--- src/rtl/sar_pkg.sv ---
// rtl/sar_pkg.sv - shared state encoding and width helper for the SAR ADC controller
package sar_pkg;

    typedef enum logic [2:0] {
        IDLE,
        SAMPLE,
        STROBE,
        DECIDE,
        HOLD
    } state_t;

    function automatic int clog2(input int value);
        int r;
        r = 0;
        while ((1 << r) < value) r++;
        return r;
    endfunction

endpackage

--- src/rtl/sar_reg.sv ---
// rtl/sar_reg.sv - successive-approximation register: trial-bit set, keep/clear, bit index
module sar_reg
    import sar_pkg::*;
#(
    parameter int NBITS = 8,
    localparam int IW   = clog2(NBITS)
) (
    input  logic             clk,
    input  logic             rst,
    input  logic             clear,
    input  logic             init,
    input  logic             decide,
    input  logic             comp_out,
    output logic [NBITS-1:0] code,
    output logic [NBITS-1:0] decided,
    output logic             last
);

    logic [IW-1:0]    idx;
    logic [NBITS-1:0] bit_mask;

    assign bit_mask = NBITS'(1) << idx;
    assign decided  = comp_out ? code : (code & ~bit_mask);
    assign last     = (idx == '0);

    always_ff @(posedge clk) begin
        if (rst || clear) begin
            code <= '0;
            idx  <= '0;
        end else if (init) begin
            code <= {1'b1, {(NBITS-1){1'b0}}};
            idx  <= IW'(NBITS - 1);
        end else if (decide) begin
            // the final decision stays in code so HOLD can present it unchanged
            if (last) begin
                code <= decided;
            end else begin
                code <= decided | (bit_mask >> 1);
                idx  <= idx - IW'(1);
            end
        end
    end

endmodule

--- src/rtl/sar_ctrl.sv ---
// rtl/sar_ctrl.sv - SAR ADC conversion sequencer with a one-entry result register
module sar_ctrl
    import sar_pkg::*;
#(
    parameter int NBITS    = 8,
    parameter int SAMP_CYC = 2
) (
    input  logic             clk,
    input  logic             rst,
    input  logic             start,
    output logic             busy,
    output logic             samp,
    output logic             comp_en,
    input  logic             comp_out,
    output logic [NBITS-1:0] dac_code,
    output logic [NBITS-1:0] dout,
    output logic             dout_valid,
    input  logic             dout_ready
);

    state_t           state;
    state_t           state_next;
    logic [7:0]       samp_cnt;
    logic             samp_done;
    logic             out_free;
    logic             load;
    logic             last;
    logic [NBITS-1:0] code;
    logic [NBITS-1:0] decided;

    assign samp_done = (samp_cnt == 8'(SAMP_CYC - 1));
    assign out_free  = !dout_valid || dout_ready;

    always_ff @(posedge clk) begin
        if (rst) state <= IDLE;
        else     state <= state_next;
    end

    always_comb begin
        state_next = state;
        load       = 1'b0;
        unique case (state)
            IDLE:   if (start) state_next = SAMPLE;
            SAMPLE: if (samp_done) state_next = STROBE;
            STROBE: state_next = DECIDE;
            DECIDE: begin
                if (!last) begin
                    state_next = STROBE;
                end else if (out_free) begin
                    load       = 1'b1;
                    state_next = IDLE;
                end else begin
                    state_next = HOLD;
                end
            end
            HOLD: begin
                if (out_free) begin
                    load       = 1'b1;
                    state_next = IDLE;
                end
            end
            default: state_next = IDLE;
        endcase
    end

    always_ff @(posedge clk) begin
        if (rst || state != SAMPLE) samp_cnt <= '0;
        else                        samp_cnt <= samp_cnt + 8'd1;
    end

    sar_reg #(.NBITS(NBITS)) u_sar_reg (
        .clk      (clk),
        .rst      (rst),
        .clear    (state == IDLE && start),
        .init     (state == SAMPLE && samp_done),
        .decide   (state == DECIDE),
        .comp_out (comp_out),
        .code     (code),
        .decided  (decided),
        .last     (last)
    );

    // in HOLD the comparator is stale, so the result comes from the frozen register
    always_ff @(posedge clk) begin
        if (rst) begin
            dout       <= '0;
            dout_valid <= 1'b0;
        end else begin
            if (dout_valid && dout_ready) dout_valid <= 1'b0;
            if (load) begin
                dout       <= (state == HOLD) ? code : decided;
                dout_valid <= 1'b1;
            end
        end
    end

    assign busy     = (state != IDLE);
    assign samp     = (state == SAMPLE);
    assign comp_en  = (state == STROBE);
    assign dac_code = code;

endmodule

--- config.mk ---
export PLATFORM = sky130hd
export DESIGN_NAME = sar_ctrl
export DESIGN_NICKNAME = d
export VERILOG_FILES = /design/src/rtl/sar_pkg.sv /design/src/rtl/sar_reg.sv /design/src/rtl/sar_ctrl.sv
export SDC_FILE = /design/constraint.sdc
export NUM_CORES = 1
export LEC_CHECK = 0
export CAP_MARGIN = 20
export CELL_PAD_IN_SITES_DETAIL_PLACEMENT = 1
export CELL_PAD_IN_SITES_GLOBAL_PLACEMENT = 1
export CORE_ASPECT_RATIO = 1.75
export CORE_MARGIN = 3
export CORE_UTILIZATION = 39
export DETAILED_ROUTE_END_ITERATION = 8
export PLACE_DENSITY_LB_ADDON = 0.1
export SLEW_MARGIN = 40
export SYNTH_ARGS = -nofsm -noshare
export SYNTH_HDL_FRONTEND = slang
export SYNTH_SLANG_ARGS = --single-unit
--- constraint.sdc ---
create_clock -name clk -period 2.55 [get_ports clk]
set_clock_uncertainty 0.2 [all_clocks]
set_input_delay 0.765 -clock clk [delete_from_list [all_inputs] [get_ports clk]]
set_output_delay 0.765 -clock clk [all_outputs]
set_load 0.01 [all_outputs]
=== Yosys cells after proc, flatten, opt, wreduce, memory -nomap -nowiden ===
Cells that the tools add are included.

* Bits in registers: 31
* Memories kept: 0
* Bits in writable memories: 0
* ROM bits: 0
* Output and inout bits: 20
* Logic and storage cells: 57
* Bits in latches: 0
* Input port bits: 5

* Reduce and logical (&&, ||, !) cells: 15
* Add/sub/neg operators: 2
* Order comparisons: 0
* Shift-type cells: 1
* Div/mod/pow operators: 0
* Multiplexer cells: 19
* Multiply operators: 0
* Equality and inequality tests: 10
* Bitwise gates (word level): 3

{| class="wikitable"
|+ Operator list
! kind !! number
|-
| $mux 8 || 5
|-
| $mux 3 || 8
|-
| $pmux 3 s5 || 1
|-
| $add 8x1->8 const B || 1
|-
| $and 8x8->8 || 1
|-
| $eq 8x1->1 const B || 1
|-
| $not 8->8 || 1
|-
| $or 8x7->8 || 1
|-
| $shl 1x3->8 const A || 1
|-
| $eq 3x2->1 const B || 2
|-
| $logic_not 3->1 || 2
|-
| $mux 1 || 4
|-
| $ne 2x1->1 const B || 2
|-
| $ne 2x2->1 const B || 2
|-
| $reduce_bool 2->1 || 2
|-
| $eq 3x1->1 const B || 1
|-
| $eq 3x3->1 const B || 1
|-
| $logic_and 1x1->1 || 3
|-
| $logic_or 1x1->1 || 3
|-
| $ne 3x1->1 const B || 1
|-
| $reduce_and 3->1 || 1
|-
| $reduce_bool 3->1 || 1
|-
| $sub 3x1->3 const B || 1
|-
| $pmux 1 s2 || 1
|-
| 3 further kinds || 3
|}

=== Longest topological paths before layout ===
* Depth after elaboration: 8
* Gate-level depth with buffers: 6
* Gate-level depth less buffers: 6

=== By module ===
Synthesis repeated with hierarchy kept, for this count alone.

* Cells, all modules: 190
* Area, all modules: 1686.6 µm²

{| class="wikitable"
|+ Modules (own cells, without submodules)
! module !! instances !! area each (µm²) !! cells each !! seq. area each (µm²)
|-
| sar_ctrl || 1 || 1037.2 || 112 || 400.4
|-
| sar_reg || 1 || 649.4 || 78 || 220.2
|}

=== Worst setup path after synthesis ===
Ideal clock, no wire load.

* Path type: register to output
* Start point: reg state[1]
* End point: out comp_en
* Path buffers: 1
* Setup slack: 647 ps
* Arrival: 938 ps
* Stages on the path, launching flop included: 4
* Data required time: 1585 ps
* Cell sequence: dfxtp_1 > buf_4 > or2b_2 > nor2_1

* Cells in the longest elaborated chain, start to end: 1

{| class="wikitable"
|+ RTL lines
! what !! RTL line !! text
|-
| start, declared || sar_ctrl.sv:21 || <nowiki>state_t state;</nowiki>
|-
| start signal, assigned || sar_ctrl.sv:36 || <nowiki>else state <= state_next;</nowiki>
|-
| $eq 3x2->1 || sar_ctrl.sv:99 || <nowiki>assign comp_en = (state == STROBE);</nowiki>
|-
| end, declared || sar_ctrl.sv:13 || <nowiki>output logic comp_en,</nowiki>
|}

No other way between the ends.

=== Worst setup path in the final report ===
* Start point: reg state[2]
* End point: out busy

* Cells in the longest elaborated chain, start to end: 1

{| class="wikitable"
|+ RTL lines
! what !! RTL line !! text
|-
| $reduce_bool 3->1 || sar_ctrl.sv:97 || <nowiki>assign busy = (state != IDLE);</nowiki>
|-
| end, declared || sar_ctrl.sv:11 || <nowiki>output logic busy,</nowiki>
|}

No other way between the ends.

==> results_dict.tcl <==
set metrics [dict create \
    setup.worst_path.class "register to output port" \
    crit_fanout 8 \
    port_buffers 24 \
    vias 1368 \
    area_growth_pct 24.9 \
    crit_arrival_ps 1510 \
    min_period_ps 2470 \
    yosysSeqAreaShare_pct 41.0 \
    powerDensity_nw_per_um2 523 \
    ys_top_cells_by_area "dfxtp_1 (41%), a21oi_1 (6.3%), o21ai_0 (6.0%), ha_1 (5.8%), nand4_1 (4.1%)" \
    layout-drive-gt1-share_pct 11.4 \
    critPathRequiredTime_ps 1590 \
    tns_ps 0 \
    dr.pass1.iters 3 \
    root_buffer "clkbuf_8" \
    synthCells 172 \
    timing.critical_path.buf_inv 1 \
    end_kind "output port" \
    finalHoldViolCount 0 \
    synth.distinct_cells 39 \
    syn_nets 184 \
    cts_setup_buffers 0 \
    dieArea_um2 4700 \
    place_hpwl_mm 3.13 \
    clk_pin_slew_ps 60 \
    ys.flop_type "dfxtp_1" \
    min_path_type "register to register" \
    p_total_mw 0.989 \
    cts_buffers 5 \
    slowest_delay_ps 540 \
    synth_seq_cells 31 \
    p_leak_nw 0.669 \
    grt_start_max_net_pins 13 \
    antenna_found_initial 0 \
    die_w_um 53.1 \
    grt_first_pass_wirelength_mm 7.09 \
    rsz0062_at_grt "false" \
    peakVddDrop_uv 341 \
    synth_edf_count 0 \
    final-setup-viol-count 0 \
    worst_pin_slew_ps 525 \
    cts_tree "yes" \
    max_clock_freq_mhz 404 \
    gp_congestion 0.785 \
    synthArstFlopShare_pct 0 \
    slowest_stage "or3_2" \
    num_rows 29 \
    fp.dieH_um 88.4 \
    clockBufferDepth 2 \
    vias_per_cell 5.54 \
    grt_pass1_vias 1496 \
    path_delay_family "simple AND/OR/NAND/NOR gates" \
    synth_commonest_cells "dfxtp_1 (31), a21oi_1 (19), o21ai_0 (18)" \
    wirelength_mm 4.00 \
    final_max_slew_viol_count 0 \
    wl_per_cell_um 16.2 \
    cp_cell_sequence "or3_2 > dlygate4sd2_1" \
    postSynthAreaPerCell_um2 8.80 \
    startpoint_type "register" \
    post-route-period-util_pct 97.0 \
    globalRouteTotalUtil_pct 20.7 \
    synth_top_area_share_pct 41.0 \
    remaining_drc_errors 0 \
    core_area_um2 3660 \
    final_nets 212 \
    start_util_pct 41.3 \
    ant_nets 0 \
    ys_warn_count 0 \
    antenna_cells 0 \
    cts_max_level 2 \
    drt_iter0_markers 8 \
    syn_area_um2 1510 \
    yosysMostFrequentCell "dfxtp_1" \
    cts_resized 3 \
    overflow 0 \
    yosys.area.top_type "dfxtp_1" \
    clk-insertion-delay-late_ps 280 \
    ioPinCount 25 \
    maxSlewHeadroom_pct 64.7 \
    cap_violations 0 \
    fin_util_pct 51.6 \
    status "finished clean" \
    cts_num_sinks 31 \
    cts_hold_buf 0 \
]
-- logic make-up after synthesis --
| family | after synthesis | share of synthesized area, % |
|---|---|---|
| AOI/OAI and AO/OA | 44 | 17.4 |
| xor gates and xnor gates | 7 | 4.05 |
| adders and majority gates | 7 | 5.78 |
| buffers and inverters | 16 | 5.95 |
| DFF | 31 | 41.0 |
| muxes | 1 | 0.744 |
| and+or+nand+nor | 66 | 25.1 |
-- sequential cells by signal, summed over array words and instances (netlist names) --
signal          flops
samp_cnt            8
dout                8
u_sar_reg.code      8
dout_valid          1
state               3
u_sar_reg.idx       3
-- worst paths after layout --
check	to	cells past startpoint	slack, ps	from
worst max-delay path	busy	2	80	state[2]
worst min-delay path	dout[1]	2	270	dout[1]
worst max register to register	u_sar_reg.idx[1]	6	530	u_sar_reg.idx[0]
worst min register to register	dout[1]	2	270	dout[1]
-- per-layer routing --
metal	share of wire, %	vias up	track usage [%]
met2	58	27	38.9
met5	0	-	0
met3	3.4	14	3.88
met4	3.9	0	11.9
li1	-	663	-
met1	35	664	20.0
-- cell type report --
cell class / instances / area, um2
clock buffer: 8 / 100
tap: 46 / 57.6
multi-input combinational: 125 / 808
inverter: 9 / 33.8
fill: 441 / 1770
timing repair buffer: 28 / 270
sequential: 31 / 621
-- through the flow --
| stage | cell area, um2 | cells | setup WS, ps | hold WS [ps] |
|---|---|---|---|---|
| 2_1_floorplan | 1510 | 172 | 647 | 253 |
| 4_1_cts | 1890 | 247 | 9.22 | 275 |
| 3_3_place_gp | 1790 | 239 | 211 | 260 |
| 6_report | 1890 | 247 | 76.3 | 273 |
| 3_5_place_dp | 1790 | 239 | 193 | 266 |
| 5_1_grt | 1890 | 247 | 12.6 | 294 |
-- where the power goes --
part	total, mW	switching [mW]	internal [mW]
registers	0.495	0.00558	0.489
logic	0.0738	0.0406	0.0331
clock network	0.420	0.175	0.246
-- tightest hold or removal path: stages (launching register included) --
cell and delay [ps]:
dfxtp_1 300, o21ai_0 70, a21oi_1 60
-- placed cells by master (no fill, tap or decap), types with 2 or more instances in the layout --
master	n
o21ai_0	18
nor3_1	2
and3_1	2
a21oi_1	19
xnor2_1	2
dlygate4sd2_1	2
xor2_1	5
or2b_2	2
nand4_1	10
nor2_1	12
and2b_2	2
nand3_1	11
buf_4	4
nand2_1	9
a31oi_1	2
clkbuf_8	7
dfxtp_1	31
nand3b_1	3
clkdlybuf4s50_1	21
nand2b_1	2
inv_1	9
ha_1	7
Power figures use the tool's default switching activity.
